### src/rtl/memvec_seq_if.sv
// Command, byte-stream and memory-control bundle between the engine control and memvec_seq.
// master = engine/memory side, slave = the sequencer.
interface memvec_seq_if #(
  parameter int unsigned ROWS = 8
);
  logic            cmd_valid;
  logic            cmd_ready;
  logic [1:0]      cmd_op;
  logic [7:0]      cmd_base;
  logic [8:0]      cmd_len;
  logic            in_valid;
  logic            in_ready;
  logic [7:0]      in_data;
  logic            out_valid;
  logic [7:0]      out_data;
  logic            busy;
  logic            done;
  logic            mem_en;
  logic [7:0]      mem_din;
  logic [7:0]      mem_col;
  logic [ROWS-1:0] mem_rwl;
  logic [ROWS-1:0] mem_wwl;
  logic            mem_read;
  logic            mem_write;
  logic            mem_clr;
  logic [7:0]      mem_dout;

  modport master (
    output cmd_valid, cmd_op, cmd_base, cmd_len, in_valid, in_data, mem_dout,
    input  cmd_ready, in_ready, out_valid, out_data, busy, done, mem_en, mem_din, mem_col,
           mem_rwl, mem_wwl, mem_read, mem_write, mem_clr
  );

  modport slave (
    input  cmd_valid, cmd_op, cmd_base, cmd_len, in_valid, in_data, mem_dout,
    output cmd_ready, in_ready, out_valid, out_data, busy, done, mem_en, mem_din, mem_col,
           mem_rwl, mem_wwl, mem_read, mem_write, mem_clr
  );
endinterface

### src/rtl/memvec_seq.sv
// Command sequencer for the conv-engine vector memory: CLEAR, column LOAD/DUMP and
// row-by-row ACCUM through the external adder. All memory controls are registered.
module memvec_seq #(
  parameter int unsigned ROWS      = 8,
  parameter int unsigned ADDER_LAT = 1,
  parameter int unsigned READ_LAT  = 1
) (
  input logic         clk,
  input logic         rst_n,
  memvec_seq_if.slave bus
);

  localparam int unsigned RowW = (ROWS > 1) ? $clog2(ROWS) : 1;

  typedef enum logic [2:0] {
    StIdle, StClr, StLoad, StDump, StAccRd, StAccWait, StAccWr, StDone
  } state_e;

  state_e              state_q, state_d;
  logic [7:0]          base_q, base_d;
  logic [8:0]          len_q, len_d;
  logic [8:0]          cnt_q, cnt_d;
  logic [8:0]          ocnt_q, ocnt_d;
  logic [RowW-1:0]     row_q, row_d;
  logic [3:0]          wcnt_q, wcnt_d;
  logic [READ_LAT-1:0] rd_pipe_q, rd_pipe_d;
  logic                mem_en_q, mem_en_d;
  logic [7:0]          mem_din_q, mem_din_d;
  logic [7:0]          mem_col_q, mem_col_d;
  logic [ROWS-1:0]     mem_rwl_q, mem_rwl_d;
  logic [ROWS-1:0]     mem_wwl_q, mem_wwl_d;
  logic                mem_read_q, mem_read_d;
  logic                mem_write_q, mem_write_d;
  logic                mem_clr_q, mem_clr_d;
  logic                out_valid_q, out_valid_d;
  logic [7:0]          out_data_q, out_data_d;
  logic                data_now;

  // High in the cycle mem_dout holds the byte for a read issued READ_LAT cycles ago.
  assign data_now = rd_pipe_q[READ_LAT-1];

  always_comb begin
    state_d     = state_q;
    base_d      = base_q;
    len_d       = len_q;
    cnt_d       = cnt_q;
    ocnt_d      = ocnt_q;
    row_d       = row_q;
    wcnt_d      = wcnt_q;
    rd_pipe_d   = (rd_pipe_q << 1) | READ_LAT'(mem_read_q);
    mem_en_d    = 1'b0;
    mem_din_d   = 8'h00;
    mem_col_d   = 8'h00;
    mem_read_d  = 1'b0;
    mem_write_d = 1'b0;
    out_valid_d = data_now && (state_q == StDump);
    out_data_d  = (data_now && (state_q == StDump)) ? bus.mem_dout : 8'h00;

    unique case (state_q)
      StIdle: begin
        if (bus.cmd_valid) begin
          base_d = bus.cmd_base;
          len_d  = bus.cmd_len;
          cnt_d  = '0;
          ocnt_d = '0;
          row_d  = '0;
          wcnt_d = '0;
          unique case (bus.cmd_op)
            2'b00:   state_d = StClr;
            2'b01:   state_d = (bus.cmd_len == 9'd0) ? StDone : StLoad;
            2'b10:   state_d = StAccRd;
            default: state_d = (bus.cmd_len == 9'd0) ? StDone : StDump;
          endcase
        end
      end
      StClr: state_d = StDone;
      StLoad: begin
        if (bus.in_valid) begin
          mem_en_d    = 1'b1;
          mem_write_d = 1'b1;
          mem_col_d   = base_q + cnt_q[7:0];
          mem_din_d   = bus.in_data;
          cnt_d       = cnt_q + 9'd1;
          if (cnt_q == len_q - 9'd1) state_d = StDone;
        end
      end
      StDump: begin
        if (cnt_q < len_q) begin
          mem_en_d   = 1'b1;
          mem_read_d = 1'b1;
          mem_col_d  = base_q + cnt_q[7:0];
          cnt_d      = cnt_q + 9'd1;
        end
        if (data_now) begin
          ocnt_d = ocnt_q + 9'd1;
          if (ocnt_q == len_q - 9'd1) state_d = StDone;
        end
      end
      StAccRd: begin
        wcnt_d  = '0;
        state_d = StAccWait;
      end
      StAccWait: begin
        if (wcnt_q == 4'(ADDER_LAT - 1)) state_d = StAccWr;
        else wcnt_d = wcnt_q + 4'd1;
      end
      StAccWr: begin
        if (row_q == RowW'(ROWS - 1)) begin
          state_d = StDone;
        end else begin
          row_d   = row_q + RowW'(1);
          state_d = StAccRd;
        end
      end
      default: state_d = StIdle;
    endcase

    // Wordline and clear strobes line up with the state they belong to.
    mem_clr_d = (state_d == StClr);
    mem_rwl_d = (state_d == StAccRd) ? (ROWS'(1) << row_d) : '0;
    mem_wwl_d = (state_d == StAccWr) ? (ROWS'(1) << row_d) : '0;
  end

  always_ff @(posedge clk or negedge rst_n) begin
    if (!rst_n) begin
      state_q     <= StIdle;
      base_q      <= '0;
      len_q       <= '0;
      cnt_q       <= '0;
      ocnt_q      <= '0;
      row_q       <= '0;
      wcnt_q      <= '0;
      rd_pipe_q   <= '0;
      mem_en_q    <= 1'b0;
      mem_din_q   <= '0;
      mem_col_q   <= '0;
      mem_rwl_q   <= '0;
      mem_wwl_q   <= '0;
      mem_read_q  <= 1'b0;
      mem_write_q <= 1'b0;
      mem_clr_q   <= 1'b0;
      out_valid_q <= 1'b0;
      out_data_q  <= '0;
    end else begin
      state_q     <= state_d;
      base_q      <= base_d;
      len_q       <= len_d;
      cnt_q       <= cnt_d;
      ocnt_q      <= ocnt_d;
      row_q       <= row_d;
      wcnt_q      <= wcnt_d;
      rd_pipe_q   <= rd_pipe_d;
      mem_en_q    <= mem_en_d;
      mem_din_q   <= mem_din_d;
      mem_col_q   <= mem_col_d;
      mem_rwl_q   <= mem_rwl_d;
      mem_wwl_q   <= mem_wwl_d;
      mem_read_q  <= mem_read_d;
      mem_write_q <= mem_write_d;
      mem_clr_q   <= mem_clr_d;
      out_valid_q <= out_valid_d;
      out_data_q  <= out_data_d;
    end
  end

  assign bus.cmd_ready = (state_q == StIdle);
  assign bus.busy      = (state_q != StIdle);
  assign bus.in_ready  = (state_q == StLoad);
  assign bus.done      = (state_q == StDone);
  assign bus.out_valid = out_valid_q;
  assign bus.out_data  = out_data_q;
  assign bus.mem_en    = mem_en_q;
  assign bus.mem_din   = mem_din_q;
  assign bus.mem_col   = mem_col_q;
  assign bus.mem_rwl   = mem_rwl_q;
  assign bus.mem_wwl   = mem_wwl_q;
  assign bus.mem_read  = mem_read_q;
  assign bus.mem_write = mem_write_q;
  assign bus.mem_clr   = mem_clr_q;

endmodule

### src/flat_wrapper.sv
// flat-port wrapper written by rule: the top's interface ports become plain ports
module memvec_seq_flat 
#(
  parameter int unsigned ROWS      = 8,
  parameter int unsigned ADDER_LAT = 1,
  parameter int unsigned READ_LAT  = 1
)
  (clk, rst_n, bus_cmd_valid, bus_cmd_op, bus_cmd_base, bus_cmd_len, bus_in_valid, bus_in_data, bus_mem_dout, bus_cmd_ready, bus_in_ready, bus_out_valid, bus_out_data, bus_busy, bus_done, bus_mem_en, bus_mem_din, bus_mem_col, bus_mem_rwl, bus_mem_wwl, bus_mem_read, bus_mem_write, bus_mem_clr);
  memvec_seq_if #(.ROWS(ROWS)) bus_i ();
  input logic clk;
  input logic rst_n;
  input wire logic [$bits(bus_i.cmd_valid)-1:0] bus_cmd_valid;
  input wire logic [$bits(bus_i.cmd_op)-1:0] bus_cmd_op;
  input wire logic [$bits(bus_i.cmd_base)-1:0] bus_cmd_base;
  input wire logic [$bits(bus_i.cmd_len)-1:0] bus_cmd_len;
  input wire logic [$bits(bus_i.in_valid)-1:0] bus_in_valid;
  input wire logic [$bits(bus_i.in_data)-1:0] bus_in_data;
  input wire logic [$bits(bus_i.mem_dout)-1:0] bus_mem_dout;
  output wire logic [$bits(bus_i.cmd_ready)-1:0] bus_cmd_ready;
  output wire logic [$bits(bus_i.in_ready)-1:0] bus_in_ready;
  output wire logic [$bits(bus_i.out_valid)-1:0] bus_out_valid;
  output wire logic [$bits(bus_i.out_data)-1:0] bus_out_data;
  output wire logic [$bits(bus_i.busy)-1:0] bus_busy;
  output wire logic [$bits(bus_i.done)-1:0] bus_done;
  output wire logic [$bits(bus_i.mem_en)-1:0] bus_mem_en;
  output wire logic [$bits(bus_i.mem_din)-1:0] bus_mem_din;
  output wire logic [$bits(bus_i.mem_col)-1:0] bus_mem_col;
  output wire logic [$bits(bus_i.mem_rwl)-1:0] bus_mem_rwl;
  output wire logic [$bits(bus_i.mem_wwl)-1:0] bus_mem_wwl;
  output wire logic [$bits(bus_i.mem_read)-1:0] bus_mem_read;
  output wire logic [$bits(bus_i.mem_write)-1:0] bus_mem_write;
  output wire logic [$bits(bus_i.mem_clr)-1:0] bus_mem_clr;
  assign bus_i.cmd_valid = bus_cmd_valid;
  assign bus_i.cmd_op = bus_cmd_op;
  assign bus_i.cmd_base = bus_cmd_base;
  assign bus_i.cmd_len = bus_cmd_len;
  assign bus_i.in_valid = bus_in_valid;
  assign bus_i.in_data = bus_in_data;
  assign bus_i.mem_dout = bus_mem_dout;
  assign bus_cmd_ready = bus_i.cmd_ready;
  assign bus_in_ready = bus_i.in_ready;
  assign bus_out_valid = bus_i.out_valid;
  assign bus_out_data = bus_i.out_data;
  assign bus_busy = bus_i.busy;
  assign bus_done = bus_i.done;
  assign bus_mem_en = bus_i.mem_en;
  assign bus_mem_din = bus_i.mem_din;
  assign bus_mem_col = bus_i.mem_col;
  assign bus_mem_rwl = bus_i.mem_rwl;
  assign bus_mem_wwl = bus_i.mem_wwl;
  assign bus_mem_read = bus_i.mem_read;
  assign bus_mem_write = bus_i.mem_write;
  assign bus_mem_clr = bus_i.mem_clr;
  memvec_seq #(.ROWS(ROWS), .ADDER_LAT(ADDER_LAT), .READ_LAT(READ_LAT)) u_core (.clk(clk), .rst_n(rst_n), .bus(bus_i));
endmodule
### config.mk
export PLATFORM = sky130hd
export DESIGN_NAME = memvec_seq_flat
export DESIGN_NICKNAME = d
export VERILOG_FILES = /design/src/rtl/memvec_seq_if.sv /design/src/rtl/memvec_seq.sv /design/src/flat_wrapper.sv
export SDC_FILE = /design/constraint.sdc
export NUM_CORES = 1
export LEC_CHECK = 0
export ABC_AREA = 1
export CAP_MARGIN = 0
export CORE_AREA = 5 5 99 101
export CTS_BUF_LIST = sky130_fd_sc_hd__clkbuf_16
export CTS_CLUSTER_DIAMETER = 200
export DETAILED_ROUTE_END_ITERATION = 8
export DIE_AREA = 0 0 104 106
export PLACE_DENSITY = 0.81
export RECOVER_POWER = 50
export SLEW_MARGIN = 20
export SYNTH_ARGS = -nofsm -noshare
export SYNTH_HDL_FRONTEND = slang
export SYNTH_SLANG_ARGS = --single-unit
### constraint.sdc
create_clock -name clk -period 3.3 [get_ports clk]
set_clock_uncertainty 0.15 [all_clocks]
set_input_delay 0.33 -clock clk [delete_from_list [all_inputs] [get_ports clk]]
set_output_delay 0.33 -clock clk [all_outputs]
set_load 0.02 [all_outputs]
Yosys cells after proc, flatten, opt, wreduce, memory -nomap -nowiden
Cells that the tools add are included.
Storage, ports and cells
  flip-flop bits (word level): 91
Operators by class
  equal/unequal tests: 20
  add/subtract/negate cells: 6
  multiplexer cells: 36
  reductions and logical operators: 13
  shifts and indexed selects: 1
  order comparisons: 1
Operators by type and width (number)
  $mux W8: 7
  $mux W9: 4
  $mux W3: 10
  $pmux W9 S3: 1
  $eq A3 B3 Y1 const B: 7
  $pmux W3 S7: 1
  $add A9 B1 Y9 const B: 2
  $eq A9 B9 Y1: 2
  $pmux W9 S2: 1
  $pmux W8 S2: 1
  $pmux W4 S3: 1
  $logic_not A9 Y1: 1
  $lt A9 B9 Y1: 1
  $pmux W3 S3: 1
  $reduce_bool A3 Y1: 3
  $sub A9 B1 Y9 const B: 1
  $add A8 B8 Y8: 1
  $mux W4: 2
  $ne A2 B2 Y1 const B: 4
  $shl A1 B3 Y8 const A: 1
  $eq A3 B1 Y1 const B: 2
  $eq A3 B2 Y1 const B: 2
  $pmux W3 S2: 1
  $reduce_and A3 Y1: 2
  other kinds (15): 18

Longest topological paths before layout
Gate-level depths: netlist of the first run.
  depth after elaboration: 7
  mapped depth: 16
  gate-level depth less buffers: 16

Worst setup path before layout of the first run
No wires, ideal clock.
  kind: reg-to-reg
  start: reg u_core.len_q[0]
  end: reg u_core.mem_rwl_q[0] (netlist: u_core.bus.mem_rwl[0])
  required time: 3030 ps
  setup time: 120 ps
  buffers on the path: 0
  period minus slack after synthesis: 2035 ps
  arrival: 1765 ps
  setup slack: 1265 ps
  cell stages (with the launch flop): 14
  cell sequence: dfrtp_1 > inv_1 > ha_1 > nand2_1 > o21ai_1 > nand2_1 > nand2_1 > nand2_1 > nand3_1 > nor2_1 > nor2_1 > nand2_1 > nand3_2 > nor2_1
On the way
  cells in the longest elaborated chain, start to end: 7
  elaborated cells between the ends (all ways): 10
  classes of those cells: add/sub (1); eq/ne (3); mux (6)
RTL lines
  start, declared: RTL line memvec_seq.sv:21  | logic [8:0] len_q, len_d;
  start signal, assigned: RTL line memvec_seq.sv:147  | len_q <= len_d;
  $sub A9 B1 Y9 (*): RTL line memvec_seq.sv:84, memvec_seq.sv:96
  $eq A9 B9 Y1, on equally long branches: RTL line memvec_seq.sv:96, memvec_seq.sv:84
  $mux W3, on equally long branches: RTL line memvec_seq.sv:96, memvec_seq.sv:84
  $mux W3, on equally long branches: RTL line memvec_seq.sv:94, memvec_seq.sv:78
  $pmux W3 S7 (*): RTL line memvec_seq.sv:59  | unique case (state_q)
  $eq A3 B3 Y1 (*): RTL line memvec_seq.sv:120  | mem_rwl_d = (state_d == StAccRd) ? (ROWS'(1) << row_d) : '0;
  $mux W8 (*): RTL line memvec_seq.sv:120
  via u_core.mem_rwl_d[0]: RTL line memvec_seq.sv:30  | logic [ROWS-1:0] mem_rwl_q, mem_rwl_d;
  end signal, assigned: RTL line memvec_seq.sv:156  | mem_rwl_q <= mem_rwl_d;
  end, declared: RTL line memvec_seq.sv:30
Mark *: on every way through the listed nets, which the timed path passes. The rest lies on a longest branch.
A chain may end at the register's enable or synchronous reset.

Worst setup path after layout of the first run
  start: reg u_core.state_q[1]
  end: reg u_core.mem_rwl_q[3] (netlist: u_core.bus.mem_rwl[3])
On the way
  cells in the longest elaborated chain, start to end: 5
  elaborated cells between the ends (all ways): 18
  classes of those cells: eq/ne (7); shift (1); mux (9); reduce/logical (1)
RTL lines
  start, declared: RTL line memvec_seq.sv:19  | state_e state_q, state_d;
  start signal, assigned: RTL line memvec_seq.sv:126  | state_q <= StIdle;
  start signal, assigned: RTL line memvec_seq.sv:145  | state_q <= state_d;
  $mux W3, on equally long branches: RTL line memvec_seq.sv:96, memvec_seq.sv:84
  $mux W3, on equally long branches: RTL line memvec_seq.sv:94, memvec_seq.sv:78
  $pmux W3 S7: RTL line memvec_seq.sv:59
  $eq A3 B3 Y1: RTL line memvec_seq.sv:120
  $mux W8 (*): RTL line memvec_seq.sv:120
  via u_core.mem_rwl_d[3]: RTL line memvec_seq.sv:30
Marks and branches as above.

==> results by stage, run 1 <==
Critical path:
- The worst reg-to-reg path cell count is 12.
- The terminus of the critical flop-to-flop path is u_core.bus.mem_rwl[3]$_DFF_PN0_.
- The number of buffer and inverter instances along the worst setup path is 1.
- On the worst path, the slowest cell contributes a delay of 0.47 ns.
- In this run the critical register-to-register path is launched from u_core.state_q[1]$_DFF_PN0_.
- The worst setup path startpoint is u_core.state_q[1]$_DFF_PN0_.
- On the critical path, the stage with the largest delay is an instance of nand3_1.
- Among cell families on the critical path, the largest total delay comes from simple AND/OR/NAND/NOR gates.
- STA puts the critical path data arrival time at 2.79 ns.
- The nature of the critical path startpoint is a register.
- Walking the worst path, the cells encountered are inv_1 > nor2_1 > nand3_1 > nor2_1 > nand3b_1 > nor2_1 > nand3_1 > nor2_1 > nor2_1 > nand2_1 > nand3_2 > nor2_1.
- STA classifies the critical path endpoint as a register.
- The endpoint required time on the critical path is 3.42 ns.
- The most numerous cell on the critical path is nor2_1.
- The setup path with the least slack is of type reg -> reg.
- The top fanout value on the critical path is 11.
- The setup check on the worst reg-to-reg path leaves a slack of 0.63 ns.

Global routing:
- The initial antenna violation count came to 0.
- The global-route usage over all layers is 21.8%.
- Entering global routing, the biggest net connects 79 pins.
- The total congestion overflow after global routing is 0.
- The global-route wire length before repair is 19,700 µm.
- The via count of the first global-routing pass is 4,272.

Placement:
- The worst setup timing slack at the placement stage is 0.829 ns.
- Summed over all nets, the half-perimeter wirelength after detailed placement is 8710 µm.
- The congestion estimate from routability-driven global placement came to 0.950.
- The number of buffer cells added on primary ports is 87.

Route:
- The final routed DRC violation total is 0.
- In the final routed layout, each cell accounts on average for 14.5 µm.
- The routed layout has 4,249 vias.
- The number of antenna-violating nets in the routed design is 0.
- For this run, the detailed router's first-pass iteration total came to 5.
- Dividing the detail-routed via count by the number of cells gives 5.23.
- For this block, the initial DRC count from the detailed router was 242.
- Summed over all layers, the routed wires come to 11,800 µm.

STA:
- At the pin with the least slew margin, the transition time is 1.21 ns.
- The maximum clock frequency is 0.375 GHz.
- The number of pins with negative max-slew slack in the final report is 0.
- Measured against its own limit, the worst slew margin works out to 19.4%.
- The final hold violation count is 0.
- Adding up every negative setup slack in the final design gives 0 ns.
- After layout, the worst path uses 80.9% of the clock period.
- After layout, the worst setup slack is 0.630 ns.
- Setup repair after global routing left no endpoint under its margin.
- The tightest hold path in the finished design has a slack of 0.229 ns.
- The final count of negative-setup-slack endpoints is 0.
- The worst path needs 2.67 ns of the cycle, external delays included.

Power:
- The internal cell power is 2700 µW.
- In this run, the combinational gates consume 44.3% of the power.
- The share of total power consumed by net switching is 42.9%.
- The overall power after layout is 4720 µW.
- The clock group share of total power is 22.2%.
- VDD sags by at most 0.000364 V.
- The relative contribution of sequential cells to total power is 33.5%.
- For this design the ratio of total power to cell area is 785 mW/mm².
- The switching power total is 2030 µW.
- The leakage power total is 0.00297 µW.

Cells and area:
- The library cells used most frequently in the layout, excluding fill and tap cells, are 153 x nand2_1, 91 x nor2_1, 91 x dfrtp_1, 85 x clkdlybuf4s50_1, 71 x inv_1.
- From synthesis to final layout, the design area changed by 27.3%.
- The net count of the finished layout is 758.
- For this run, the share of the core covered by cells in the final layout is 67.4%.
- The filler cell count in the final layout is 744.
- The antenna diode count is 0.
- The area of the multi-input gates is 0.00209 mm².
- The most common library cell in the layout ignoring fill and taps is nand2_1.
- The register area is 0.00228 mm².
- Of the cells placed in the final design, the portion with a size suffix greater than 1 is 5.14%.

Outcome:
- The run finished with clean final reports.

Floorplan:
- During I/O placement, the number of pins put on the boundary was 88.
- The initial cell density of the core is 52.9%.
- The area of the core region is 0.00893 mm².
- The total number of placement rows is 35.
- The die width is 104 µm.
- The area of the die is 0.0110 mm².
- The vertical die dimension is 106 µm.

Clocking:
- In this run, CTS created clock tree buffers numbering 9.
- The maximum clock path buffer count is 2.
- For the worst-skew pair, the clock arrives at the later sink with an insertion delay of 0.34 ns.
- TritonCTS built the clock tree.
- The clock transition at the registers of the reported paths is 0.07 ns.
- The number of resized instances in the post-cts repair step is 0.
- For this design, the sink count on the clock tree is 91.
- The H-tree depth reported by CTS is 3.
- CTS placed an instance of clkbuf_16 at the clock tree root.

Worst hold path:
- The endpoint with the worst hold slack is u_core.data_now$_DFF_PN0_.
- The count of cells along the worst hold path is 0.
- In this run the most critical hold path is launched from u_core.bus.mem_read$_DFF_PN0_.
- In this run the worst hold path is classified as reg -> reg.

Yosys:
- The count of state elements after synthesis is 91.
- The number of distinct library cells after synthesis is 34.
- After synthesis, the mean cell area works out to 7.84 µm².
- The async set-reset flop share out of synthesis is 100%.
- Summing every instance area after synthesis gives 0.00473 mm².
- In the synthesized netlist, the number of instances is 603.
- The most instantiated flip-flop cell in the synthesis netlist is dfrtp_1.
- Summing the sequential cell areas from Yosys gives 48.2% of the chip area.
- Yosys printed 0 warnings.
- When the netlist entered floorplanning its net count stood at 665.
- The number of enable-type register cells in the synthesized netlist is 0.

Job:
- Across the run, the number of max-cap violations was 0.
[how the worst max path moves through the flow]
stage | end | slack, ns | depth (start not counted)
after global placement | u_core.bus.mem_rwl[1]$_DFF_PN0_ | 0.90 | 13
after CTS | bus_in_ready | 0.77 | 4
after global routing | u_core.bus.mem_rwl[3]$_DFF_PN0_ | 0.29 | 12
final | u_core.bus.mem_rwl[3]$_DFF_PN0_ | 0.63 | 12
after detailed placement | u_core.bus.mem_rwl[0]$_DFF_PN0_ | 0.83 | 13
after floorplan | u_core.bus.mem_rwl[0]$_DFF_PN0_ | 1.27 | 13
[state kept, by name, indices dropped and copies added, names as in the netlist]
signal and count:
u_core.bus.out_data 8, u_core.cnt_q 9, u_core.bus.mem_col 8, u_core.wcnt_q 4, u_core.bus.mem_write 1, u_core.row_q 3
u_core.bus.mem_en 1, u_core.bus.mem_clr 1, u_core.data_now 1, u_core.bus.mem_rwl 8, u_core.bus.mem_din 8, u_core.bus.mem_wwl 8
u_core.base_q 8, u_core.state_q 3, u_core.bus.out_valid 1, u_core.len_q 9, u_core.ocnt_q 9, u_core.bus.mem_read 1
[kinds of logic (layout without fill, tap and decap cells)]
family	Yosys count	in the layout	synth area share [%]
xor+xnor	7	7	1.30
compound gates	69	69	7.83
simple gates	323	323	29.1
flops	91	91	48.2
fa+ha+maj	23	23	6.24
buf+inv	90	188	7.38
[final cells by class]
cell class / count / area share, %
Clock buffer: 9 / 3.74
Clock inverter: 7 / 1.29
Inverter: 80 / 4.99
Multi-Input combinational cell: 422 / 34.7
Sequential cell: 91 / 37.8
Tap cell: 111 / 2.31
Timing Repair Buffer: 92 / 15.2
[per-stage QoR]
| step | cells | cell area, µm² |
|---|---|---|
| floorplan | 603 | 4730 |
| global placement | 794 | 5710 |
| detailed placement | 794 | 5710 |
| CTS | 810 | 6010 |
| global route | 812 | 6020 |
| finish | 812 | 6020 |
[synthesized netlist by cell type, types with 3 or more instances]
| master | count | share of area [%] |
|---|---|---|
| inv_1 | 68 | 5.4 |
| nand3b_1 | 3 | 0.48 |
| nand2_1 | 151 | 12 |
| a21oi_1 | 33 | 3.5 |
| nand3_1 | 45 | 4.8 |
| clkbuf_1 | 6 | 0.48 |
| o21ai_1 | 4 | 0.42 |
| ha_1 | 22 | 5.8 |
| inv_2 | 12 | 0.95 |
| o21ai_0 | 24 | 2.5 |
| nor2_2 | 5 | 0.66 |
| xnor2_1 | 3 | 0.56 |
| nand3_2 | 3 | 0.64 |
| nand2_2 | 3 | 0.40 |
| nand4_1 | 4 | 0.53 |
| dfrtp_1 | 91 | 48 |
| nor3_1 | 14 | 1.5 |
| nor2_1 | 89 | 7.1 |
| xor2_1 | 4 | 0.74 |
| buf_2 | 3 | 0.32 |
[what timing repair did]
item | CTS | global route
setup buffers | 0 | 0
endpoints found under the hold margin | 0 | 19
hold buffers | 0 | 1
[worst reg2reg max path, cell delays in order, from the launching register on]
cell and delay [ns]:
dfrtp_1 0.42, inv_1 0.11, nor2_1 0.32, nand3_1 0.48, nor2_1 0.27, nand3b_1 0.10, nor2_1 0.09, nand3_1 0.08
nor2_1 0.11, nor2_1 0.07, nand2_1 0.10, nand3_2 0.17, nor2_1 0.14
[metal layers]
metal / share of wire, % / GRT usage, % / wire [µm] / vias to the layer above
met3: 5.0 / 4.61 / 589 / 27
met1: 42 / 26.7 / 4940 / 1978
li1: - / - / - / 2116
met4: 2.9 / 8.70 / 344 / 0
met2: 50 / 37.5 / 5880 / 128
met5: 0 / 0 / 0 / -
[power by group through the flow]
stage	Combinational [µW]	Clock, µW	Sequential (µW)
after global routing	2370	1100	1610
after detailed placement	2060	0	1600
after floorplan	1390	0	1630
after global placement	2010	0	1590
final	2090	1050	1580
after CTS	2090	1060	1580
No activity file was read; power rests on OpenSTA's default activity.
==> run 2: changes to the inputs <==
--- a/config.mk
+++ b/config.mk
@@ -7,12 +7,12 @@
 export LEC_CHECK = 0
 export ABC_AREA = 1
 export CAP_MARGIN = 0
-export CORE_AREA = 5 5 99 101
+export CORE_AREA = 5 5 101 103
 export CTS_BUF_LIST = sky130_fd_sc_hd__clkbuf_16
 export CTS_CLUSTER_DIAMETER = 200
 export DETAILED_ROUTE_END_ITERATION = 8
-export DIE_AREA = 0 0 104 106
-export PLACE_DENSITY = 0.81
+export DIE_AREA = 0 0 106 108
+export PLACE_DENSITY = 0.78
 export RECOVER_POWER = 50
 export SLEW_MARGIN = 20
 export SYNTH_ARGS = -nofsm -noshare
==> constraint.sdc (replaced) <==
create_clock -name clk -period 2.8 [get_ports clk]
set_clock_uncertainty 0.15 [all_clocks]
set_input_delay 0.28 -clock clk [delete_from_list [all_inputs] [get_ports clk]]
set_output_delay 0.28 -clock clk [all_outputs]
set_load 0.02 [all_outputs]
==> run 2 against run 1 <==
Net effect: first-iteration DRC count shrank 12%; cell area increased by 0.58%; power increased by 21%; core utilization decreased by 0.91 points; die area rose by 3.8%; combinational power increased by 21%; clock power increased by 24%; sequential cell count did not move; register-to-register slack lost 0.29 ns; worst hold slack better by 0.012 ns; critical path depth is 7 lower.
==> results by stage, run 2 (same netlist as run 1, synthesis figures left out) <==
Route:
- The detailed-route via count is 4,310 (+1.4%).
- The number of design-rule violations left by the first detailed-router iteration was 212 (-12%).
- The routed length per instance is 15.0 µm (+3.8%).
- The final wirelength is 12,200 µm (+4.2%).
- The final routed DRC violation total is 0 (unchanged).
- The number of antenna-violating nets in the routed design came to 0 (unchanged).
- The detailed-route vias per instance is 5.29 (+1.1%).
- The total iterations of the first detailed-routing run is 5 (unchanged).

Clocking:
- The H-tree depth reported by CTS was 3 (unchanged).
- TritonCTS built the clock tree.
- The maximum clock path buffer count is 2 (unchanged).
- The clock transition at the registers of the reported paths is 0.07 ns (about the same).
- The number of buffers inserted to repair setup after CTS is 0 (unchanged).
- The number of clock buffers inserted by TritonCTS is 9 (unchanged).
- In this run the clock root is driven by a clkbuf_16.
- The clock insertion delay at the later pin of the skew report is 0.34 ns (about the same).
- The number of sinks handled by clock tree synthesis is 91 (unchanged).

Cells and area:
- The share of cells above drive strength 1 is 6.39% (+1.3 points).
- The library cells used most frequently in the layout, excluding fill and tap cells, are 151 x nand2_1, 91 x dfrtp_1, 90 x nor2_1, 83 x clkdlybuf4s50_1, 73 x inv_1.
- The net count of the finished layout is 761 (+0.40%).
- The library cell used most frequently in the layout, excluding fill and tap cells, is nand2_1.
- The register area is 0.00228 mm² (unchanged).
- The antenna diode count is 0 (unchanged).
- In the final layout, the registers with the most flip-flops are u_core.cnt_q: 9 flops, u_core.len_q: 9 flops, u_core.ocnt_q: 9 flops.
- The number of cells in the finished layout apart from fillers is 815 (+0.37%).
- The area of the multi-input gates is 0.00210 mm² (+0.60%).
- The layout overhead on the synthesized area is 28.0%.
- The final instance area came to 0.00605 mm² (+0.58%).
- The filler cell count in the final layout was 767 (+3.1%).

STA:
- For this run, the top clock speed supported by timing is 0.391 GHz.
- The routed design could run at a clock period as short as 2.56 ns.
- The final hold violation count is 0 (unchanged).
- The worst slew margin relative to its limit is 27.0% (+7.6 points).
- Setup repair after global routing left no endpoint under its margin.
- The summed negative setup slack over all endpoints was 0 ns (unchanged).
- The final setup slack of the worst path is 0.244 ns (-0.386 ns).
- The final count of negative-setup-slack endpoints was 0 (unchanged).
- The slew at the pin closest to its max-slew limit is 1.09 ns (-0.115 ns).
- The ratio of final minimum period to clock period is 91.3%.
- The number of pins with negative max-slew slack in the final report is 0 (unchanged).

Worst hold path:
- The class of the worst hold path is reg -> reg.

Critical path:
- The arrival time reported for the critical path endpoint was 2.13 ns (-0.66 ns).
- The endpoint required time on the critical path is 2.37 ns (-1.05 ns).
- The number of buffer and inverter instances along the worst setup path is 4 (+3).
- The delay of the slowest critical-path stage came to 0.60 ns (+0.13 ns).
- Walking the worst path, the cells encountered are inv_1 > nand3_1 > clkbuf_1 > inv_1 > clkdlybuf4s50_1.
- The critical path class is reg -> out.
- The top cell family by delay on the critical path is buffers and inverters.
- The critical path capture point type is a primary output.
- The nature of the critical path startpoint is a register.
- Among all stages on the critical path, the largest delay is contributed by clkdlybuf4s50_1.
- The top fanout value on the critical path was 10 (-1).
- The most numerous cell on the critical path is inv_1.

Floorplan:
- The vertical die dimension is 108 µm (+1.9%).
- The initial cell density of the core is 51.9% (-1.0 points).
- The total number of placement rows is 35 (unchanged).
- The die width is 106 µm (+1.9%).
- The number of top-level design ports came to 88 (unchanged).
- The area of the die was 0.0114 mm² (+3.8%).
- The area of the core region is 0.00911 mm² (+2.0%).

Power:
- The relative contribution of sequential cells to total power was 32.9% (-0.6 points).
- The internal cell power is 3280 µW (+22%).
- The largest voltage drop on the vdd net is 0.000468 V (+28%).
- The power per cell area is 940 mW/mm² (+20%).
- The share of total power consumed by net switching came to 42.4% (-0.52 points).
- The clock group share of total power is 22.8% (+0.6 points).
- The overall power after layout came to 5690 µW (+21%).
- The switching power total is 2420 µW (+19%).
- The combinational group share of total power is 44.3% (about the same).
- The leakage power total is 0.00302 µW (+1.4%).

Placement:
- The worst setup timing slack at the placement stage is 0.432 ns (-0.397 ns).
- The number of buffer cells added on primary ports is 87 (unchanged).
- The number of placed cells counting well taps is 798 (+0.50%).
- The post-detailed-placement cell area is 0.00574 mm² (+0.53%).
- The HPWL after detailed placement is 9500 µm (+9.0%).
- The final weighted congestion in routability-driven placement came to 1.03 (+8.5%).

Global routing:
- The initial antenna violation count came to 0 (unchanged).
- The via count of the first global-routing pass was 4,279 (+0.16%).
- The global-route usage over all layers came to 22.4% (+0.67 points).
- The global-route wire length before repair came to 20,300 µm (+3.3%).
- The pin count of the biggest net entering global routing is 44 (-44%).
- The total congestion overflow after global routing was 0 (unchanged).

Job:
- The number of maximum-capacitance violations is 0 (unchanged).

Outcome:
- The run finished with clean final reports.
-- run 2: per-layer routing --
metal	share of wire [%]	track usage, %	wire length [µm]	vias to the layer above
met4	2.4	8.79	299	0
met1	42	28.1	5140	2033
li1	-	-	-	2108
met2	50	38.9	6110	143
met5	0	0	0	-
met3	5.7	3.88	696	26
-- run 2: worst register-to-register path: cells and delay by family, from the launching register on --
| family | cells | cell delay (ns) |
|---|---|---|
| AND/OR/NAND/NOR | 7 | 0.83 |
| AO/OA/AOI/OAI | 1 | 0.19 |
| flip-flops | 1 | 0.44 |
| buffers and inverters | 3 | 0.77 |
-- run 2: layout make-up --
cell class,instances,share of cell area [%]
flip-flops and latches,91,37.6
repair buffers,95,15.2
clock buffers,9,3.72
multi-input cells,422,34.7
clock inverters,7,1.55
well taps,111,2.29
inverters,80,4.96
-- run 2: through the flow --
stage          util (%)  hold WS, ns
4_1_cts            66.6        0.245
3_5_place_dp       63.0        0.156
3_3_place_gp       63.0        0.150
2_1_floorplan         -       -0.166
5_1_grt            66.5        0.254
6_report           66.5        0.241
-- run 2: path summary, 6_finish.rpt --
path | startpoint | endpoint | slack, ns | cells past startpoint
worst min register to register | u_core.bus.mem_read$_DFF_PN0_ | u_core.data_now$_DFF_PN0_ | 0.24 | 0
worst max register to register | u_core.state_q[2]$_DFF_PN0_ | u_core.bus.mem_rwl[6]$_DFF_PN0_ | 0.34 | 11
worst max-delay path | u_core.state_q[2]$_DFF_PN0_ | bus_in_ready | 0.24 | 5
max in group asynchronous | rst_n | u_core.bus.mem_din[6]$_DFF_PN0_ | 0.76 | 3
min in group asynchronous | rst_n | u_core.base_q[4]$_DFFE_PN0P_ | 0.52 | 2
worst min-delay path | u_core.bus.mem_read$_DFF_PN0_ | u_core.data_now$_DFF_PN0_ | 0.24 | 0
-- run 2: power by group through the flow --
stage | Sequential, µW | Clock, µW | Combinational [µW]
2_1_floorplan | 1930 | 0 | 1630
3_3_place_gp | 1870 | 0 | 2410
3_5_place_dp | 1890 | 0 | 2490
4_1_cts | 1870 | 1320 | 2520
5_1_grt | 1910 | 1370 | 2820
6_report | 1870 | 1300 | 2520
-- run 2: what timing repair did --
item | in CTS | in global routing
resized for setup | 0 | 0
hold endpoints to repair | 41 | 0
hold buffers | 1 | 0
==> run 3: changes to the inputs <==
--- a/config.mk
+++ b/config.mk
@@ -5,14 +5,14 @@
 export SDC_FILE = /design/constraint.sdc
 export NUM_CORES = 1
 export LEC_CHECK = 0
-export ABC_AREA = 1
+export ABC_AREA = 0
 export CAP_MARGIN = 0
-export CORE_AREA = 5 5 101 103
-export CTS_BUF_LIST = sky130_fd_sc_hd__clkbuf_16
+export CORE_AREA = 5 5 99 101
+export CTS_BUF_LIST = sky130_fd_sc_hd__clkbuf_8
 export CTS_CLUSTER_DIAMETER = 200
 export DETAILED_ROUTE_END_ITERATION = 8
-export DIE_AREA = 0 0 106 108
-export PLACE_DENSITY = 0.78
+export DIE_AREA = 0 0 104 106
+export PLACE_DENSITY = 0.8
 export RECOVER_POWER = 50
 export SLEW_MARGIN = 20
 export SYNTH_ARGS = -nofsm -noshare
==> constraint.sdc (replaced) <==
create_clock -name clk -period 2.8 [get_ports clk]
set_clock_uncertainty 0.15 [all_clocks]
set_input_delay 0.28 -clock clk [delete_from_list [all_inputs] [get_ports clk]]
set_output_delay 0.28 -clock clk [all_outputs]
set_load 0.05 [all_outputs]
==> run 3 against run 2 <==
Net effect: die area down 3.7%; global-route usage down 2.1 points; register-to-register slack worse by 0.16 ns; synthesized cell count down 25%; maximum frequency down 4.7%; the flow now finishes with violations (capacitance limit, slew limit); largest cell class unchanged; clock power down 30%.
==> results by stage, run 3 <==
Global routing:
- The initial antenna violation count is 0 (unchanged).
- The via count of the first global-routing pass is 3,736 (-13%).
- The global-route usage over all layers is 20.3% (-2.1 points).
- The global-route wire length before repair is 18,300 µm (-9.6%).
- The pin count of the biggest net entering global routing was 58 (+32%).
- The total congestion overflow after global routing is 0 (unchanged).

Worst hold path:
- The class of the worst hold path is reg -> reg.

Critical path:
- The worst-path cell with the longest stage delay is clkdlybuf4s50_1.
- The delay of the slowest critical-path stage is 0.79 ns (+0.19 ns).
- The worst setup path is launched from a register.
- The arrival time reported for the critical path endpoint is 2.25 ns (+0.12 ns).
- The worst setup path is of the reg -> out kind.
- The top cell family by delay on the critical path is buffers and inverters.
- Walking the worst path, the cells encountered are buf_4 > or3_1 > inv_2 > clkdlybuf4s50_1.
- The endpoint required time on the critical path is 2.37 ns (about the same).
- The top fanout value on the critical path came to 15 (+5).
- STA classifies the critical path endpoint as a primary output.
- The number of buffer and inverter instances along the worst setup path is 3 (-1).

STA:
- The ratio of final minimum period to clock period was 95.8% (+4.5 points).
- The final hold violation count is 0 (unchanged).
- The slew at the pin closest to its max-slew limit came to 1.94 ns (+0.850 ns).
- Setup repair after global routing could not meet its margin everywhere.
- The number of pins with negative max-slew slack in the final report is 35 (+35).
- The maximum clock frequency is 0.373 GHz (-4.7%).
- The post-layout minimum cycle time was 2.68 ns (+0.127 ns).
- The final count of negative-setup-slack endpoints is 0 (unchanged).
- The worst slew margin relative to its limit is -29.6% (-57 points).
- The summed negative setup slack over all endpoints is 0 ns (unchanged).

Cells and area:
- The largest registers in the layout are u_core.cnt_q: 9 flops, u_core.len_q: 9 flops, u_core.ocnt_q: 9 flops.
- The antenna diode count came to 0 (unchanged).
- The layout overhead on the synthesized area was 28.1% (about the same).
- The net count of the finished layout is 617 (-19%).
- The filler cell count in the final layout is 709 (-7.6%).
- The most common library cell in the layout ignoring fill and taps is dfrtp_1.
- The final instance area is 0.00590 mm² (-2.6%).
- The share of cells above drive strength 1 is 10.9% (+4.5 points).
- The post-layout utilization of the core is 66.0% (-0.46 points).
- In the layout the commonest cells are 91 x dfrtp_1, 84 x clkdlybuf4s50_1, 64 x nand2_1, 35 x nor2_1, 22 x ha_1.

Route:
- The number of antenna-violating nets in the routed design is 0 (unchanged).
- The detailed-route vias per instance came to 5.37 (+1.6%).
- The final routed DRC violation total is 0 (unchanged).
- The number of design-rule violations left by the first detailed-router iteration is 220 (+3.8%).
- The routed length per instance is 16.2 µm (+7.7%).
- The total iterations of the first detailed-routing run is 4 (-1).
- The detailed-route via count is 3,605 (-16%).
- The final wirelength is 10,900 µm (-11%).

Yosys:
- The async set-reset flop share out of synthesis is 100% (unchanged).
- The number of enable-type register cells in the synthesized netlist is 0 (unchanged).
- By area the synthesized netlist is led by dfrtp_1 49%, ha_1 6.0%, nand2_1 5.2%.
- The post-synthesis instance total is 452 (-25%).
- The synthesis warning total is 0 (unchanged).
- The mean instance size in the synthesized netlist came to 10.2 µm² (+30%).
- Among all flip-flop cells after synthesis, the most frequent one is dfrtp_1.
- The post-synth net total was 514 (-23%).
- The count of state elements after synthesis is 91 (unchanged).
- The post-synthesis instance area is 0.00460 mm² (-2.7%).
- The dominant cell by count in the synthesized netlist is dfrtp_1.
- The top cell type's share of synthesized area came to 49.5% (+1.3 points).
- The number of distinct library cells after synthesis is 57 (+68%).
- Summed over all instances, the cell type with the most area after synthesis is dfrtp_1.
- Sorting the synthesized cells by how often they occur yields 91 x dfrtp_1, 64 x nand2_1, 35 x nor2_1.
- The portion of the post-synthesis area used by sequential elements is 49.5% (+1.3 points).

Outcome:
- The final reports fail on capacitance limit, slew limit.
- The flow ran to the end, but the final reports show violations.

Clocking:
- The number of sinks handled by clock tree synthesis is 91 (unchanged).
- The number of buffers inserted to repair setup after CTS is 0 (unchanged).
- TritonCTS built the clock tree.
- The clock insertion delay at the later pin of the skew report was 0.37 ns (+0.03 ns).
- The clock transition at the registers of the reported paths came to 0.09 ns (+0.02 ns).
- The maximum clock path buffer count is 2 (unchanged).
- The root buffer cell chosen for the clock tree is clkbuf_8.
- The number of clock buffers inserted by TritonCTS is 9 (unchanged).
- The H-tree depth reported by CTS is 3 (unchanged).

Floorplan:
- The area of the core region was 0.00893 mm² (-1.9%).
- The initial cell density of the core is 51.5% (-0.40 points).
- The area of the die came to 0.0110 mm² (-3.7%).
- The vertical die dimension is 106 µm (-1.9%).
- The die width is 104 µm (-1.9%).
- The total number of placement rows is 35 (unchanged).
- The number of top-level design ports is 88 (unchanged).

Job:
- The number of maximum-capacitance violations is 1 (+1).

Placement:
- The final weighted congestion in routability-driven placement is 0.888 (-14%).
- The post-detailed-placement cell area is 0.00568 mm² (-1.0%).
- The HPWL after detailed placement is 8040 µm (-15%).
- The number of buffer cells added on primary ports is 87 (unchanged).

Power:
- The overall power after layout came to 5370 µW (-5.6%).
- The power per cell area was 911 mW/mm² (-3.1%).
- The largest voltage drop on the vdd net came to 0.000344 V (-26%).
- The leakage power total came to 0.00273 µW (-9.6%).
-- run 3: changes by cell type in the layout (fill, tap and decap cells not counted), sizes merged, moves of 6 or more --
| cell | before | now |
|---|---|---|
| a21oi | 33 | 16 |
| and2 | 0 | 10 |
| and3 | 1 | 14 |
| buf | 4 | 17 |
| inv | 83 | 23 |
| nand2 | 154 | 65 |
| nand3 | 48 | 9 |
| nor2 | 94 | 37 |
| nor2b | 0 | 7 |
| nor4 | 1 | 7 |
| o21a | 1 | 7 |
| xnor2 | 3 | 17 |
| xor2 | 4 | 20 |
-- run 3: per-stage QoR --
step	hold WS, ns	worst slack [ns]	instances
6_report	0.255	0.117	671
5_1_grt	0.279	-0.00410	671
4_1_cts	0.256	0.103	671
3_5_place_dp	0.118	0.143	654
3_3_place_gp	0.103	0.237	654
2_1_floorplan	-0.166	0.284	452
-- run 3: final timing paths --
path	endpoint	startpoint	slack [ns]	depth (start not counted)
max in group asynchronous	u_core.ocnt_q[2]$_DFFE_PN0P_	rst_n	0.54	2
min reg2reg	u_core.data_now$_DFF_PN0_	u_core.bus.mem_read$_DFF_PN0_	0.25	0
min in group asynchronous	u_core.base_q[4]$_DFFE_PN0P_	rst_n	0.83	2
max	bus_cmd_ready	u_core.state_q[2]$_DFF_PN0_	0.12	4
min	u_core.data_now$_DFF_PN0_	u_core.bus.mem_read$_DFF_PN0_	0.25	0
max reg2reg	u_core.bus.mem_rwl[5]$_DFF_PN0_	u_core.len_q[0]$_DFFE_PN0P_	0.18	10
-- run 3: worst reg2reg max path: stages (launching register included) --
cell and delay [ns]:
dfrtp_1 0.47, inv_1 0.10, ha_1 0.20, or3b_4 0.41
nor3_2 0.17, xnor2_2 0.16, xnor2_1 0.10, o31ai_2 0.28
nand4bb_1 0.15, buf_4 0.20, nor4_2 0.15
-- run 3: kinds of logic after synthesis --
group | after synthesis | share of synthesized area, %
AND/OR/NAND/NOR | 189 | 22.3
flip-flops | 91 | 49.5
AO/OA/AOI/OAI | 73 | 10.4
XOR/XNOR | 37 | 7.37
buffers and inverters | 36 | 3.43
adder cells (fa/ha/maj) | 23 | 6.42
multiplexers | 3 | 0.653
-- run 3: area by class of cell --
class	instances	area, µm²	share of cell area (%)
inverters	22	82.6	1.40
well taps	111	139	2.36
multi-input cells	325	2180	37.0
clock buffers	9	124	2.10
clock inverters	7	77.6	1.32
flip-flops and latches	91	2280	38.6
repair buffers	106	1010	17.2
-- run 3: report_power, final --
group,leakage [µW],internal [µW],switching [µW]
clock,0.0000881,416,493
sequential,0.00123,1580,264
combinational,0.00141,1000,1610
total,0.00273,3000,2370
-- run 3: timing repair --
item | 4_1_cts | 5_1_grt
gates resized for setup | 0 | 2
setup endpoints to repair | 0 | 14
hold buffers | 1 | 0
hold endpoints to repair | 34 | 0
-- run 3: layer usage --
layer | global-route usage [%] | share of wire, % | vias up
met2 | 34.8 | 51 | 81
met3 | 3.34 | 4.2 | 13
met4 | 6.85 | 1.2 | 0
met1 | 26.3 | 44 | 1753
met5 | 0 | 0 | -
li1 | - | - | 1758
